<file path="config.mk">
export PLATFORM = sky130hd
export DESIGN_NAME = id_issue_ctrl
export DESIGN_NICKNAME = d
export VERILOG_FILES = /design/src/rtl/id_issue_ctrl.sv
export SDC_FILE = /design/constraint.sdc
export NUM_CORES = 1
export LEC_CHECK = 0
export ABC_AREA = 0
export CAP_MARGIN = 20
export CELL_PAD_IN_SITES_DETAIL_PLACEMENT = 1
export CELL_PAD_IN_SITES_GLOBAL_PLACEMENT = 2
export CORE_MARGIN = 2
export CORE_UTILIZATION = 33
export CTS_BUF_LIST = sky130_fd_sc_hd__clkbuf_4
export DETAILED_ROUTE_END_ITERATION = 12
export HOLD_SLACK_MARGIN = 0.15
export PLACE_DENSITY_LB_ADDON = 0.15
export SYNTH_ARGS = -nofsm -noshare
export SYNTH_HDL_FRONTEND = slang
export SYNTH_SLANG_ARGS = --single-unit
</file>
<file path="constraint.sdc">
create_clock -name clk -period 4.45 [get_ports clk]
set_input_delay 0.89 -clock clk [delete_from_list [all_inputs] [get_ports clk]]
set_output_delay 0.89 -clock clk [all_outputs]
set_load 0.005 [all_outputs]
</file>
<file path="src/rtl/id_issue_ctrl.sv">
// Single-entry issue stage between decode and ALU with a 32-entry register scoreboard.
// Optional macro ISSUE_WB_BYPASS_EN: same-cycle writeback wakes a stalled entry.
module id_issue_ctrl #(
  parameter int ALU_W       = 4,
  parameter int XLEN        = 32,
  parameter int NOP_CODE    = 0,
  parameter int STALL_CNT_W = 16
) (
  input  logic                   clk,
  input  logic                   rst_n,
  input  logic                   flush,
  input  logic                   in_valid,
  output logic                   in_ready,
  input  logic [ALU_W-1:0]       in_alu_type,
  input  logic                   in_wr_tag,
  input  logic                   in_imm_tag,
  input  logic [XLEN-1:0]        in_imm,
  input  logic [4:0]             in_rd,
  input  logic [4:0]             in_rs1,
  input  logic [4:0]             in_rs2,
  output logic                   issue_valid,
  input  logic                   issue_ready,
  output logic [ALU_W-1:0]       issue_alu_type,
  output logic                   issue_wr_tag,
  output logic                   issue_imm_tag,
  output logic [XLEN-1:0]        issue_imm,
  output logic [4:0]             issue_rd,
  output logic [4:0]             issue_rs1,
  output logic [4:0]             issue_rs2,
  input  logic                   wb_valid,
  input  logic [4:0]             wb_rd,
  output logic [STALL_CNT_W-1:0] stall_cycles,
  output logic [1:0]             dbg_state,
  output logic [31:0]            dbg_busy
);

  // Handshakes: a transfer happens on a rising edge where valid and ready are
  // both high; valid never waits on ready, and a presented issue_* payload holds
  // until it transfers.

  typedef enum logic [1:0] {
    ST_EMPTY = 2'd0,
    ST_HOLD  = 2'd1,
    ST_STALL = 2'd2
  } state_t;

  state_t                 state;
  logic                   hold_valid;
  logic                   ready_en;
  logic [31:0]            busy_q;
  logic [31:0]            busy_view;
  logic [31:0]            busy_next;
  logic                   hazard;
  logic                   is_nop;
  logic                   fire;
  logic                   nop_drop;
  logic                   load;
  logic                   hold_next;
  logic [STALL_CNT_W-1:0] stall_next;

  // Busy bits seen by the hazard check; the bypass build hides a register being
  // written back this very cycle.
  always_comb begin
    busy_view = busy_q;
`ifdef ISSUE_WB_BYPASS_EN
    if (wb_valid) busy_view[wb_rd] = 1'b0;
`endif
    busy_view[0] = 1'b0;
  end

  always_comb begin
    hazard     = 1'b0;
    is_nop     = 1'b0;
    state      = ST_EMPTY;
    issue_valid = 1'b0;
    fire       = 1'b0;
    nop_drop   = 1'b0;
    in_ready   = 1'b0;
    load       = 1'b0;
    hold_next  = hold_valid;
    busy_next  = busy_q;
    stall_next = stall_cycles;

    hazard = (issue_rs1 != 5'd0 && busy_view[issue_rs1]) ||
             (!issue_imm_tag && issue_rs2 != 5'd0 && busy_view[issue_rs2]) ||
             (issue_wr_tag && issue_rd != 5'd0 && busy_view[issue_rd]);
    is_nop = (issue_alu_type == ALU_W'(NOP_CODE));

    if (!hold_valid)  state = ST_EMPTY;
    else if (hazard)  state = ST_STALL;
    else              state = ST_HOLD;

    issue_valid = hold_valid && !hazard && !is_nop;
    fire        = issue_valid && issue_ready;
    nop_drop    = hold_valid && is_nop;
    in_ready    = ready_en && !flush && (!hold_valid || fire || nop_drop);
    load        = in_valid && in_ready;

    if (load)                 hold_next = 1'b1;
    else if (fire || nop_drop) hold_next = 1'b0;

    // Clear first so a same-cycle issue to the same register stays busy.
    if (wb_valid)                           busy_next[wb_rd]    = 1'b0;
    if (fire && issue_wr_tag)               busy_next[issue_rd] = 1'b1;
    if (flush) begin
      busy_next = '0;
      hold_next = 1'b0;
    end
    busy_next[0] = 1'b0;

    if (state == ST_STALL && stall_cycles != {STALL_CNT_W{1'b1}})
      stall_next = stall_cycles + 1'b1;
  end

  always_ff @(posedge clk or negedge rst_n) begin
    if (!rst_n) begin
      hold_valid     <= 1'b0;
      ready_en       <= 1'b0;
      busy_q         <= '0;
      stall_cycles   <= '0;
      issue_alu_type <= '0;
      issue_wr_tag   <= 1'b0;
      issue_imm_tag  <= 1'b0;
      issue_imm      <= '0;
      issue_rd       <= '0;
      issue_rs1      <= '0;
      issue_rs2      <= '0;
    end else begin
      hold_valid   <= hold_next;
      ready_en     <= 1'b1;
      busy_q       <= busy_next;
      stall_cycles <= stall_next;
      if (load) begin
        issue_alu_type <= in_alu_type;
        issue_wr_tag   <= in_wr_tag;
        issue_imm_tag  <= in_imm_tag;
        issue_imm      <= in_imm;
        issue_rd       <= in_rd;
        issue_rs1      <= in_rs1;
        issue_rs2      <= in_rs2;
      end
    end
  end

  assign dbg_state = state;
  assign dbg_busy  = busy_q;

endmodule

</file>
==> out/metrics.cfg <==
[pwr]
p_total_mw = 3.42
peakVddDrop_mv = 0.214
powerDensity_mw_per_mm2 = 451
leakage_nw = 3.13

[drt]
vias = 4583
routed_wl_um = 18900
vias_per_cell = 5.30
post_drt_wl_per_cell_um = 21.9
drtPass1Iterations = 4
ant_nets = 0
drc = 0
initialDrtViolationCount = 271

[timing]
finalSetupViolations = 0
setup_ws_ns = 0.216
hold_viol_final = 0
period_share = 0.952
period_minus_slack_ns = 4.23
slew_violations = 0
whs_ns = 0.417
worst_slew_pin_slew_ns = 0.862
fin_setup_tns_ns = 0
fin_skew_ns = 0.0262
fmax_mhz = 236
grt_setup_unrepaired = no
slew_headroom = 0.421

[global_routing]
antenna_found_initial = 1
grt_use_total = 0.217
grt_pass1_vias = 4942
grt_pass1_wl_um = 29500
grt-ovfl-total = 0
grt_max_degree = 55

[cts]
ctsResizeCount = 2
cts_hold_buf = 0
clock-sinks = 102
clockBufferDepth = 2
htreeDepth = 3
cts_made_buffers = 9
clk_pin_slew_ns = 0.19
cts-root-buf = clkbuf_4
cts_setup_buffers = 0
cts_tree = built
clk_latency_ns = 0.51

[yosys]
yosysUniqueCellTypes = 53
avgSynthCellArea_sq_um = 11.7
async_reset_ff_frac = 1.00
synth_top_area_cell = dfrtp_1
netlist_instances = 477
syn_nets = 542
synthFlopType = dfrtp_1
synth.top_cell.area_share = 0.457
synthesis.area_sq_mm = 0.00558
ys_seq_area_frac = 0.457
synthTopCellsByArea = dfrtp_1 46%, mux2_4 13%, o21ai_0 4.2%, mux4_2 4.0%, mux2i_1 3.8%
synth_edf_count = 0
ys_warn_count = 0
ys_seq_elements = 102

[flow_run]
maxCapViolations = 0

[critical_path]
endpoint_kind = primary output
critPathKind = flip-flop to primary output
critPathArrivalTime_ns = 3.34
required_ns = 3.56
crit_fanout = 13
start_kind = flip-flop

[layout]
drive_above_1_share = 0.159
multi_input_comb_area_sq_mm = 0.00286
area_growth_pct = 36.0
nFillCells = 1801
layout_common_cells = 166 x clkdlybuf4s50_1, 100 x dfrtp_1, 50 x mux2_4
layout_commonest_cell = clkdlybuf4s50_1
nets = 703
finalNonFillerCells = 864
seq_area_sq_mm = 0.00255

[floorplan]
die_x_um = 134
core_sq_mm = 0.0166
die_y_um = 134
rows = 47
initial_core_util = 0.337
die-area_sq_mm = 0.0180
io_pins = 169

[placement]
dpl.hpwl_um = 13900
io_buffers = 167
dp.cells = 847
gp_congestion = 0.849
dp_slack_ns = 0.501

[worst_hold_path]
min_path_type = input pin to async pin

[outcome]
status = completed

## state kept, by name, summed over array words and instances, names as in the netlist, 4 cells and up
register and flops:
dbg_busy 31, issue_rs1 5, issue_alu_type 4, stall_cycles 16, issue_imm 32, issue_rs2 5
issue_rd 5
## worst max-delay path, cell delays in order (launching register included)
cell and delay [ns]:
dfrtp_2 0.57, mux4_2 0.55, mux4_2 0.46, nand2_1 0.10
nand4_2 0.12, or3_1 0.42, nor2_1 0.14, clkdlybuf4s50_1 0.51
## logic make-up (layout without fill, tap and decap cells)
family,Yosys count,in the layout,share of synthesized area
AND/OR/NAND/NOR,161,161,0.168
adder cells (fa/ha/maj),1,1,0.00224
multiplexers,91,91,0.233
flip-flops,102,102,0.457
other,2,3,0.00135
XOR/XNOR,13,13,0.0204
buffers and inverters,31,197,0.0309
AO/OA/AOI/OAI,76,76,0.0866
## cells in the mapped netlist (2+ instances only)
cell type and n:
or3_1 5, nand2_1 28, nor3_1 5, a2bb2oi_1 2
mux2_2 10, xnor2_1 13, nor2b_1 23, o211ai_1 4
buf_2 6, a41oi_1 2, inv_1 5, buf_6 6
o2111ai_1 4, a311oi_1 2, nand3_1 24, o21ai_0 47
and3b_1 2, mux2_4 50, dfrtp_1 102, nor2_1 13
nand4_1 8, nor3b_1 7, mux2i_1 21, mux4_2 10
conb_1 2, and3_1 7, a21oi_1 3, nand2b_1 2
or4_1 2, nor4_1 3, and2_1 2, o22ai_1 2
clkbuf_1 13, nand3b_1 23
## per-layer routing
metal	GRT usage	vias to the layer above	share of wire
met5	0	-	0
met4	0.0550	0	0.015
met3	0.0446	17	0.046
met2	0.363	117	0.50
met1	0.288	2360	0.44
li1	-	2089	-
## metrics by stage
stage,area [sq um],utilization
2_1_floorplan,5580,-
3_3_place_gp,7440,0.449
3_5_place_dp,7440,0.449
4_1_cts,7590,0.458
5_1_grt,7590,0.458
6_report,7590,0.458
## cell type report
type,instances,area share
timing repair buffer,176,0.229
antenna,1,0.000330
multi-input combinational,344,0.376
inverter,5,0.00247
sequential,102,0.337
clock buffer,9,0.00890
clock inverter,7,0.0105
tap,220,0.0363
## worst paths after layout
kind | startpoint | end | cells after the start | slack [ns]
setup / recovery | issue_rs1[0]$_DFFE_PN0P_ | issue_valid | 7 | 0.22
hold / removal | rst_n | stall_cycles[5]$_DFFE_PN0P_ | 1 | 0.42
setup reg to reg | issue_rd[3]$_DFFE_PN0P_ | issue_rd[4]$_DFFE_PN0P_ | 9 | 1.19
hold reg to reg | stall_cycles[5]$_DFFE_PN0P_ | stall_cycles[5]$_DFFE_PN0P_ | 1 | 0.51
max in group asynchronous | rst_n | dbg_busy[30]$_DFF_PN0_ | 2 | 3.19
min in group clk | stall_cycles[5]$_DFFE_PN0P_ | stall_cycles[5]$_DFFE_PN0P_ | 1 | 0.51
## power breakdown
part           internal, mW  total (mW)  switching [mW]
Combinational         0.913        1.42           0.506
Clock                 0.180       0.535           0.356
Sequential             1.14        1.47           0.324
No activity file was read; power rests on OpenSTA's default activity.
